**config.mk**
```make
export PLATFORM = sky130hd
export DESIGN_NAME = l4_feature_reader
export DESIGN_NICKNAME = d
export VERILOG_FILES = /design/src/rtl/lenet_pkg.sv /design/src/rtl/l4_stream_fifo.sv /design/src/rtl/l4_feature_reader.sv
export SDC_FILE = /design/constraint.sdc
export NUM_CORES = 1
export LEC_CHECK = 0
export ABC_AREA = 1
export CORE_AREA = 4 4 115 117
export CTS_CLUSTER_DIAMETER = 80
export DETAILED_ROUTE_END_ITERATION = 12
export DIE_AREA = 0 0 119 121
export GPL_TIMING_DRIVEN = 0
export PLACE_DENSITY = 0.66
export SLEW_MARGIN = 25
export SYNTH_ARGS = -nofsm -noshare
export SYNTH_HDL_FRONTEND = slang
export SYNTH_SLANG_ARGS = --single-unit
```
**constraint.sdc**
```tcl
create_clock -name clk -period 2.4 [get_ports clk]
set_clock_uncertainty 0.05 [all_clocks]
set_input_delay 0.36 -clock clk [delete_from_list [all_inputs] [get_ports clk]]
set_output_delay 0.36 -clock clk [all_outputs]
set_load 0.01 [all_outputs]
```
**src/rtl/lenet_pkg.sv**
```systemverilog
// Shared LeNet constants and types.
// Holds the feature word width, the L4 pooled-layer geometry, the L4 reader
// FSM state encodings and the read-tag payload that travels alongside each
// outstanding BRAM read.
package lenet_pkg;

  localparam int unsigned DATA_WIDTH  = 12;
  localparam int unsigned L4_CHANNELS = 16;
  localparam int unsigned L4_MAP_SIZE = 25;
  localparam int unsigned L4_ADDR_W   = 8;
  localparam int unsigned L4_INDEX_W  = 9;

  // One-hot reader states
  typedef enum logic [3:0] {
    L4_IDLE  = 4'b0001,
    L4_READ  = 4'b0010,
    L4_DRAIN = 4'b0100,
    L4_DONE  = 4'b1000
  } l4_state_e;

  // Tag carried down the read-latency pipeline
  typedef struct packed {
    logic valid;
    logic bank;
  } l4_rd_tag_t;

endpackage

```
**src/rtl/l4_stream_fifo.sv**
```systemverilog
// Synchronous skid FIFO for the L4 feature stream.
// Ports: clk, rst (sync, active-low); push/push_data write side;
// pop/pop_data read side (pop_data shows the head word); full, empty, count.
// Push while full is accepted when a pop happens in the same cycle.
module l4_stream_fifo #(
  parameter int unsigned WIDTH = 12,
  parameter int unsigned DEPTH = 4,
  localparam int unsigned CNT_W = $clog2(DEPTH + 1)
) (
  input  logic             clk,
  input  logic             rst,
  input  logic             push,
  input  logic [WIDTH-1:0] push_data,
  input  logic             pop,
  output logic [WIDTH-1:0] pop_data,
  output logic             full,
  output logic             empty,
  output logic [CNT_W-1:0] count
);

  localparam int unsigned PTR_W = (DEPTH > 1) ? $clog2(DEPTH) : 1;

  logic [WIDTH-1:0] mem [DEPTH];
  logic [PTR_W-1:0] wr_ptr;
  logic [PTR_W-1:0] rd_ptr;
  logic             do_push;
  logic             do_pop;

  assign do_pop  = pop && !empty;
  assign do_push = push && (!full || do_pop);

  // Storage, pointers and occupancy
  always_ff @(posedge clk) begin
    if (!rst) begin
      wr_ptr <= '0;
      rd_ptr <= '0;
      count  <= '0;
      for (int unsigned i = 0; i < DEPTH; i++) mem[i] <= '0;
    end else begin
      if (do_push) begin
        mem[wr_ptr] <= push_data;
        wr_ptr      <= (wr_ptr == PTR_W'(DEPTH - 1)) ? '0 : wr_ptr + 1'b1;
      end
      if (do_pop) begin
        rd_ptr <= (rd_ptr == PTR_W'(DEPTH - 1)) ? '0 : rd_ptr + 1'b1;
      end
      unique case ({do_push, do_pop})
        2'b10:   count <= count + 1'b1;
        2'b01:   count <= count - 1'b1;
        default: count <= count;
      endcase
    end
  end

  assign pop_data = mem[rd_ptr];
  assign full     = (count == CNT_W'(DEPTH));
  assign empty    = (count == '0);

endmodule

```
**src/rtl/l4_feature_reader.sv**
```systemverilog
// Streams the 16x5x5 L4 pooled feature maps out of two BRAM banks as a
// flat channel-major sequence (index = c*25 + p).
// Ports: clk, rst (sync, active-low); L4_rd_en start level;
// L4_output_read_addr shared bank address; L4_output_read_data1/2 bank0/bank1
// read data; out_data/out_valid/out_ready/out_index/out_last output stream;
// rd_done high while the reader sits in DONE.
module l4_feature_reader #(
  parameter int unsigned DATA_WIDTH = lenet_pkg::DATA_WIDTH,
  parameter int unsigned CHANNELS   = lenet_pkg::L4_CHANNELS,
  parameter int unsigned MAP_SIZE   = lenet_pkg::L4_MAP_SIZE,
  parameter int unsigned RD_LATENCY = 2,
  parameter int unsigned FIFO_DEPTH = 4
) (
  input  logic                             clk,
  input  logic                             rst,
  input  logic                             L4_rd_en,
  output logic [lenet_pkg::L4_ADDR_W-1:0]  L4_output_read_addr,
  input  logic [DATA_WIDTH-1:0]            L4_output_read_data1,
  input  logic [DATA_WIDTH-1:0]            L4_output_read_data2,
  output logic [DATA_WIDTH-1:0]            out_data,
  output logic                             out_valid,
  input  logic                             out_ready,
  output logic [lenet_pkg::L4_INDEX_W-1:0] out_index,
  output logic                             out_last,
  output logic                             rd_done
);

  import lenet_pkg::*;

  localparam int unsigned TOTAL   = CHANNELS * MAP_SIZE;
  localparam int unsigned ADDR_W  = L4_ADDR_W;
  localparam int unsigned INDEX_W = L4_INDEX_W;
  localparam int unsigned CH_W    = (CHANNELS > 1) ? $clog2(CHANNELS) : 1;
  localparam int unsigned POS_W   = (MAP_SIZE > 1) ? $clog2(MAP_SIZE) : 1;
  localparam int unsigned CNT_W   = $clog2(FIFO_DEPTH + 1);
  localparam int unsigned FL_W    = $clog2(RD_LATENCY + 2);
  localparam int unsigned CR_W    = CNT_W + FL_W + 1;

  l4_state_e             state;
  l4_state_e             state_next;
  logic [CH_W-1:0]       ch;
  logic [POS_W-1:0]      pos;
  logic [INDEX_W-1:0]    issued;
  logic [ADDR_W-1:0]     addr_q;
  logic [INDEX_W-1:0]    index_q;
  logic                  last_seen;
  l4_rd_tag_t            tag [RD_LATENCY + 1];
  logic [FL_W-1:0]       in_flight;
  logic                  issue;
  logic                  xfer;
  logic                  push;
  logic [DATA_WIDTH-1:0] push_data;
  logic                  fifo_full;
  logic                  fifo_empty;
  logic [CNT_W-1:0]      fifo_count;

  // Reads issued but not yet landed in the FIFO (including the one landing now)
  always_comb begin
    in_flight = '0;
    for (int unsigned i = 0; i <= RD_LATENCY; i++) begin
      in_flight = in_flight + FL_W'(tag[i].valid);
    end
  end

  assign xfer = out_valid && out_ready;

  // Credit check: a pop this cycle frees a slot, so occupancy + in-flight may
  // reach FIFO_DEPTH while streaming; that keeps one word per cycle.
  assign issue = (state == L4_READ) && (!fifo_full || xfer) &&
                 ((CR_W'(fifo_count) + CR_W'(in_flight)) <
                  (CR_W'(FIFO_DEPTH) + CR_W'(xfer)));

  assign push      = tag[RD_LATENCY].valid;
  assign push_data = tag[RD_LATENCY].bank ? L4_output_read_data2 : L4_output_read_data1;

  // State register
  always_ff @(posedge clk) begin
    if (!rst) state <= L4_IDLE;
    else      state <= state_next;
  end

  // Next-state logic
  always_comb begin
    state_next = state;
    unique case (state)
      L4_IDLE:  if (L4_rd_en) state_next = L4_READ;
      L4_READ:  if (issue && (issued == INDEX_W'(TOTAL - 1))) state_next = L4_DRAIN;
      L4_DRAIN: if ((in_flight == '0) && fifo_empty && last_seen) state_next = L4_DONE;
      L4_DONE:  if (!L4_rd_en) state_next = L4_IDLE;
      default:  state_next = L4_IDLE;
    endcase
  end

  // Address generation, read-tag pipeline and output index
  always_ff @(posedge clk) begin
    if (!rst) begin
      ch        <= '0;
      pos       <= '0;
      issued    <= '0;
      addr_q    <= '0;
      index_q   <= '0;
      last_seen <= 1'b0;
      for (int unsigned i = 0; i <= RD_LATENCY; i++) tag[i] <= '0;
    end else begin
      tag[0] <= l4_rd_tag_t'{valid: issue, bank: ch[0]};
      for (int unsigned i = 1; i <= RD_LATENCY; i++) tag[i] <= tag[i-1];

      if (state == L4_IDLE) begin
        ch     <= '0;
        pos    <= '0;
        issued <= '0;
      end

      if (issue) begin
        // Channel pairs share a bank address; the channel LSB picks the bank
        addr_q <= ADDR_W'(32'(ch >> 1) * MAP_SIZE + 32'(pos));
        issued <= issued + 1'b1;
        if (pos == POS_W'(MAP_SIZE - 1)) begin
          pos <= '0;
          ch  <= ch + 1'b1;
        end else begin
          pos <= pos + 1'b1;
        end
      end

      if (xfer) begin
        if (index_q != INDEX_W'(TOTAL - 1)) index_q   <= index_q + 1'b1;
        else                                last_seen <= 1'b1;
      end

      if ((state == L4_DONE) && !L4_rd_en) begin
        index_q   <= '0;
        last_seen <= 1'b0;
      end
    end
  end

  l4_stream_fifo #(
    .WIDTH (DATA_WIDTH),
    .DEPTH (FIFO_DEPTH)
  ) u_fifo (
    .clk       (clk),
    .rst       (rst),
    .push      (push),
    .push_data (push_data),
    .pop       (out_ready),
    .pop_data  (out_data),
    .full      (fifo_full),
    .empty     (fifo_empty),
    .count     (fifo_count)
  );

  assign out_valid           = !fifo_empty;
  assign out_index           = index_q;
  assign out_last            = out_valid && (index_q == INDEX_W'(TOTAL - 1));
  assign rd_done             = (state == L4_DONE);
  assign L4_output_read_addr = addr_q;

endmodule

```
# == After elaboration in Yosys (flattened, before gate mapping) ==
# Memories as Yosys holds them, arrays and structs flattened. A register that Yosys moved wholly into a read port is not among the register bits.
# Cells that the tools add are included.
# classes
muxes,30
addsub,13
eq_ne,17
n_bitwise,5
multipliers,1
reduce_logical,22
n_lt_le_gt_ge,1
# op_table
op,n
$mux W4,7
$mux W12,2
$add A9 B1 Y9 const B,2
$eq A9 B9 Y1 const B,2
$mux W9,2
$mux W2,8
$pmux W4 S4,1
$mux W5,3
$reduce_or A12 Y1,1
$logic_and A1 B1 Y1,9
$ne A9 B9 Y1 const B,1
$add A8 B5 Y8,1
$mul A3 B5 Y8 const B,1
$eq A2 B2 Y1 const B,3
$mux W1,6
$ne A2 B2 Y1 const B,3
$pmux W3 S2,1
$add A5 B1 Y5 const B,1
$eq A5 B5 Y1 const B,1
$add A2 B1 Y2 const B,2
$add A3 B1 Y4 const A,1
$add A3 B2 Y4,1
$add A4 B1 Y4 const B,1
$eq A4 B1 Y1 const B,1
21 further kinds,28
# totals
reg_bits,47
output_inout_bits,32
mem_bits_rw,54
n_memories,2
# mem_list
memory,depth,word_bits,read_ports,rd_ports_with_merged_regs,write_ports,line_no,text
u_fifo.mem,4,12,1,1,4,l4_stream_fifo.sv:23,logic [WIDTH-1:0] mem [DEPTH];
tag,3,2,3,0,3,l4_feature_reader.sv:47,l4_rd_tag_t tag [RD_LATENCY + 1];

# == Logic depth before layout (Yosys ltp) ==
# logic_depth
word_depth,10
ltp_mapped,14
depth_no_buf,14

# == Hierarchy ==
# A second synthesis with hierarchy kept.
# hier_totals
cells_unflattened,617
area_unflattened_um2,5449.0
# modules_own_cells
mod,cells_per_inst,n_inst,area_per_inst_um2
l4_feature_reader,372,1,2766.4
l4_stream_fifo,245,1,2682.6

# == Worst setup path before layout ==
# OpenSTA, ideal clock, no wires.
# synth_timing
path_kind,register -> register
startpoint,memory tag[0][5] in the netlist's numbering
endpoint,register issued[6]
path_slack_ns,-0.026
path_buffers,1
path_stages_with_launch,14
synth_period_minus_slack_ns,2.426
arrival_ns,2.308
setup_time_ns,0.067
cell_sequence,dfxtp_1 -> fa_1 -> ha_1 -> inv_1 -> fa_1 -> inv_1 -> nor2_1 -> nand3_1 -> nand2_2 -> nand2_4 -> inv_4 -> buf_6 -> nand3_2 -> a21oi_2
# synth_lines
element,line_no,text
"start, declared",l4_feature_reader.sv:47,
"end signal, assigned",l4_feature_reader.sv:117,issued <= issued + 1'b1;
"end, declared",l4_feature_reader.sv:43,logic [INDEX_W-1:0] issued;

==> results.sh <==
export IMPL_drtIter0Drc=210
export IMPL_ir_worst_vdd_v=0.000549
export IMPL_outcome="complete, but fails checks"
export IMPL_clk_latency_ns=0.34
export IMPL_wl_per_cell_um=14.5
export IMPL_ios=60
export IMPL_clk_pin_slew_ns=0.07
export IMPL_synth_area_mux_share=0.0233
export IMPL_reg2reg_slack_ns=-0.21
export IMPL_synthesis_instances=594
export IMPL_pwr_density_cell_nw_per_um2=654
export IMPL_hold_viol_final=0
export IMPL_crit_path_start_kind="flop"
export IMPL_worst_ep_arrival_time_ns=2.80
export IMPL_nNetsFinal=728
export IMPL_synth_top_area_cell="edfxtp_1"
export IMPL_yosysSeqAreaShare=0.493
export IMPL_p_leak_uw=0.00264
export IMPL_initial_core_util=0.417
export IMPL_drive_above_1_share=0.154
export IMPL_ys_ff_latch=103
export IMPL_r2r_cells=14
export IMPL_postRouteAntennaNets=0
export IMPL_ys_types=39
export IMPL_gp_congestion=0.846
export IMPL_endpoint="issued[7]$_SDFFE_PN0P_"
export IMPL_antenna_found_initial=0
export IMPL_min_period_ns=2.61
export IMPL_core_rowCount=41
export IMPL_worstSetupPathType="reg -> reg"
export IMPL_final_area_um2=6530
export IMPL_io_buffer_count=58
export IMPL_violations="setup timing"
export IMPL_clock_sink_count=103
export IMPL_postCtsHoldBufs=0
export IMPL_mostFrequentLayoutCell="nor2_1"
export IMPL_vias=4289
export IMPL_yosys_most_used_dff="dfxtp_1"
export IMPL_setup_viol=30
export IMPL_synth_area_per_cell_um2=8.68
export IMPL_drv_cap=0
export IMPL_area_delta_synth_final_pct=26.7
export IMPL_placed_cell_area_um2=5960
export IMPL_grt_max_degree=19
export IMPL_dp_hpwl_um=8470
export IMPL_yosys_area_top_type_share=0.279
export IMPL_min_path_type="in -> reg"
export IMPL_critical_path_peak_fanout=8
export IMPL_place_ws_ns=-0.330
export IMPL_die_y_um=121
export IMPL_synth_xor_area_share=0.0170
export IMPL_end_kind="flop"
export IMPL_final_cell_mix="108 x nor2_1, 70 x nand2_1, 58 x clkdlybuf4s50_1"
export IMPL_overflow=0
export IMPL_die_w_um=119
export IMPL_drc_errors=0
export IMPL_coreArea_um2=12400
export IMPL_r2r_end="issued[7]$_SDFFE_PN0P_"
export IMPL_reg2reg_from="tag[0][3]$_SDFF_PN0_"
export IMPL_synth_top_family_by_area="simple AND/OR/NAND/NOR gates"
export IMPL_num_antenna_cells=0
export IMPL_p_total_uw=4270
export IMPL_hold_slack_ns=0.334
export IMPL_ys_top_cells_by_area="edfxtp_1 28%, dfxtp_1 21%, nor2_1 8.2%"
export IMPL_worstMarginPinSlew_ns=0.886
export IMPL_fin_crit_sh=1.09
export IMPL_drt_total_wl_um=12300
export IMPL_synth_edf_count=48
export IMPL_die_area_um2=14400
export IMPL_htree_levels=3
export IMPL_critPathRequiredTime_ns=2.59
export IMPL_synthAdderAreaFrac=0.0762
export IMPL_synthSimpleGateAreaFrac=0.214
export IMPL_ctsRootBufferMaster="clkbuf_16"
export IMPL_track_usage=0.171
export IMPL_setup_slack_ns=-0.210
export IMPL_via_per_inst=5.06
export IMPL_clk_path_buf_depth=2
export IMPL_grt_pass1_wl_um=19800
export IMPL_yosysWarningCount=0
export IMPL_async_reset_ff_frac=0
export IMPL_synth_compound_area_frac=0.113
export IMPL_crit_start="tag[0][3]$_SDFF_PN0_"
export IMPL_synth_area_um2=5160
export IMPL_drv_slew=0
export IMPL_cts_tree="built"
export IMPL_syn_nets=651
export IMPL_grt_pass1_vias=4320
export IMPL_dr_pass1_iters=5
export IMPL_cts_buffers=9
export IMPL_rsz0062_at_grt="true"
export IMPL_slew_headroom=0.409
export IMPL_max_freq_ghz=0.383
==> final cells by class <==
type	count	area (um2)
multi-input cells	411	2430
repair buffers	66	682
clock inverters	6	51.3
fillers	1109	5830
inverters	61	246
clock buffers	10	229
flip-flops and latches	103	2550
plain buffers	19	134
well taps	172	215
==> worst max-delay path: stages, from the launching register on <==
cell and delay (ns):
dfxtp_2 0.33, fa_1 0.57, ha_2 0.19, inv_2 0.04, fa_1 0.43, inv_1 0.06
nor2_1 0.03, nand3_1 0.07, nand2_2 0.08, nand2_4 0.14, clkinv_8 0.11, buf_6 0.13
nand2_1 0.06, nand2_1 0.05, and3_1 0.14
==> repair_timing <==
| action | CTS | global route |
|---|---|---|
| buffers inserted | 4 | 2 |
| pin swaps | 7 | 8 |
| gates cloned | 1 | 1 |
| gates resized for setup | 30 | 42 |
| setup endpoints to repair | 42 | 80 |
==> synthesized netlist by cell type, types with 6 or more instances <==
| master | number |
|---|---|
| o21ai_1 | 6 |
| inv_1 | 54 |
| ha_1 | 25 |
| nand2_1 | 78 |
| inv_2 | 6 |
| o22ai_1 | 13 |
| edfxtp_1 | 48 |
| clkbuf_1 | 10 |
| o21ai_0 | 48 |
| a21oi_1 | 31 |
| mux2i_1 | 12 |
| nand3_1 | 28 |
| nor2_1 | 113 |
| dfxtp_1 | 55 |
| nor3_1 | 6 |
| nand2_2 | 8 |
==> power breakdown <==
group,internal [uW],switching [uW],total (uW)
sequential,1930,64.7,2000
clock,719,668,1390
combinational,376,513,889
==> cell families after synthesis <==
logic type | count (synthesis)
DFF | 103
adders and majority gates | 29
xor gates and xnor gates | 10
muxes | 12
buffers and inverters | 80
and+or+nand+nor | 252
AOI/OAI and AO/OA | 108
==> worst min-delay path by stage <==
stage,start,to,slack [ns],cells after the start
6_report,rst,pos[2]$_SDFFE_PN0P_,0.33,3
5_1_grt,rst,pos[2]$_SDFFE_PN0P_,0.37,3
4_1_cts,rst,pos[2]$_SDFFE_PN0P_,0.31,3
3_5_place_dp,tag[0][0]$_SDFF_PN0_,tag[0][2]$_SDFF_PN0_,0.35,2
3_3_place_gp,tag[0][0]$_SDFF_PN0_,tag[0][2]$_SDFF_PN0_,0.35,2
2_1_floorplan,tag[0][0]$_SDFF_PN0_,tag[0][2]$_SDFF_PN0_,0.34,2
==> through the flow <==
stage / util / std cells / setup TNS [ns]
finish: 0.528 / 848 / -4.18
global placement: 0.482 / 824 / -18.99
CTS: 0.515 / 845 / -4.19
global route: 0.528 / 848 / -7.95
floorplan: - / 594 / -0.00521
detailed placement: 0.482 / 824 / -17.94
==> sequential cells by signal (all words and copies together) (netlist names), named ones only <==
| name | cells |
|---|---|
| u_fifo.rd_ptr | 2 |
| u_fifo.count | 3 |
| tag | 6 |
| u_fifo.wr_ptr | 2 |
| out_index | 9 |
| last_seen | 1 |
| issued | 9 |
| u_fifo.mem | 48 |
| ch | 4 |
| L4_output_read_addr | 8 |
| pos | 5 |
| state | 4 |
==> routing by layer <==
metal / track usage / part of all wire / vias up
met5: 0 / 0 / -
met4: 0.0681 / 0.017 / 0
met3: 0.0298 / 0.041 / 17
met2: 0.313 / 0.53 / 100
met1: 0.197 / 0.42 / 2030
li1: - / - / 2142
(Power assumes the default switching activity.)
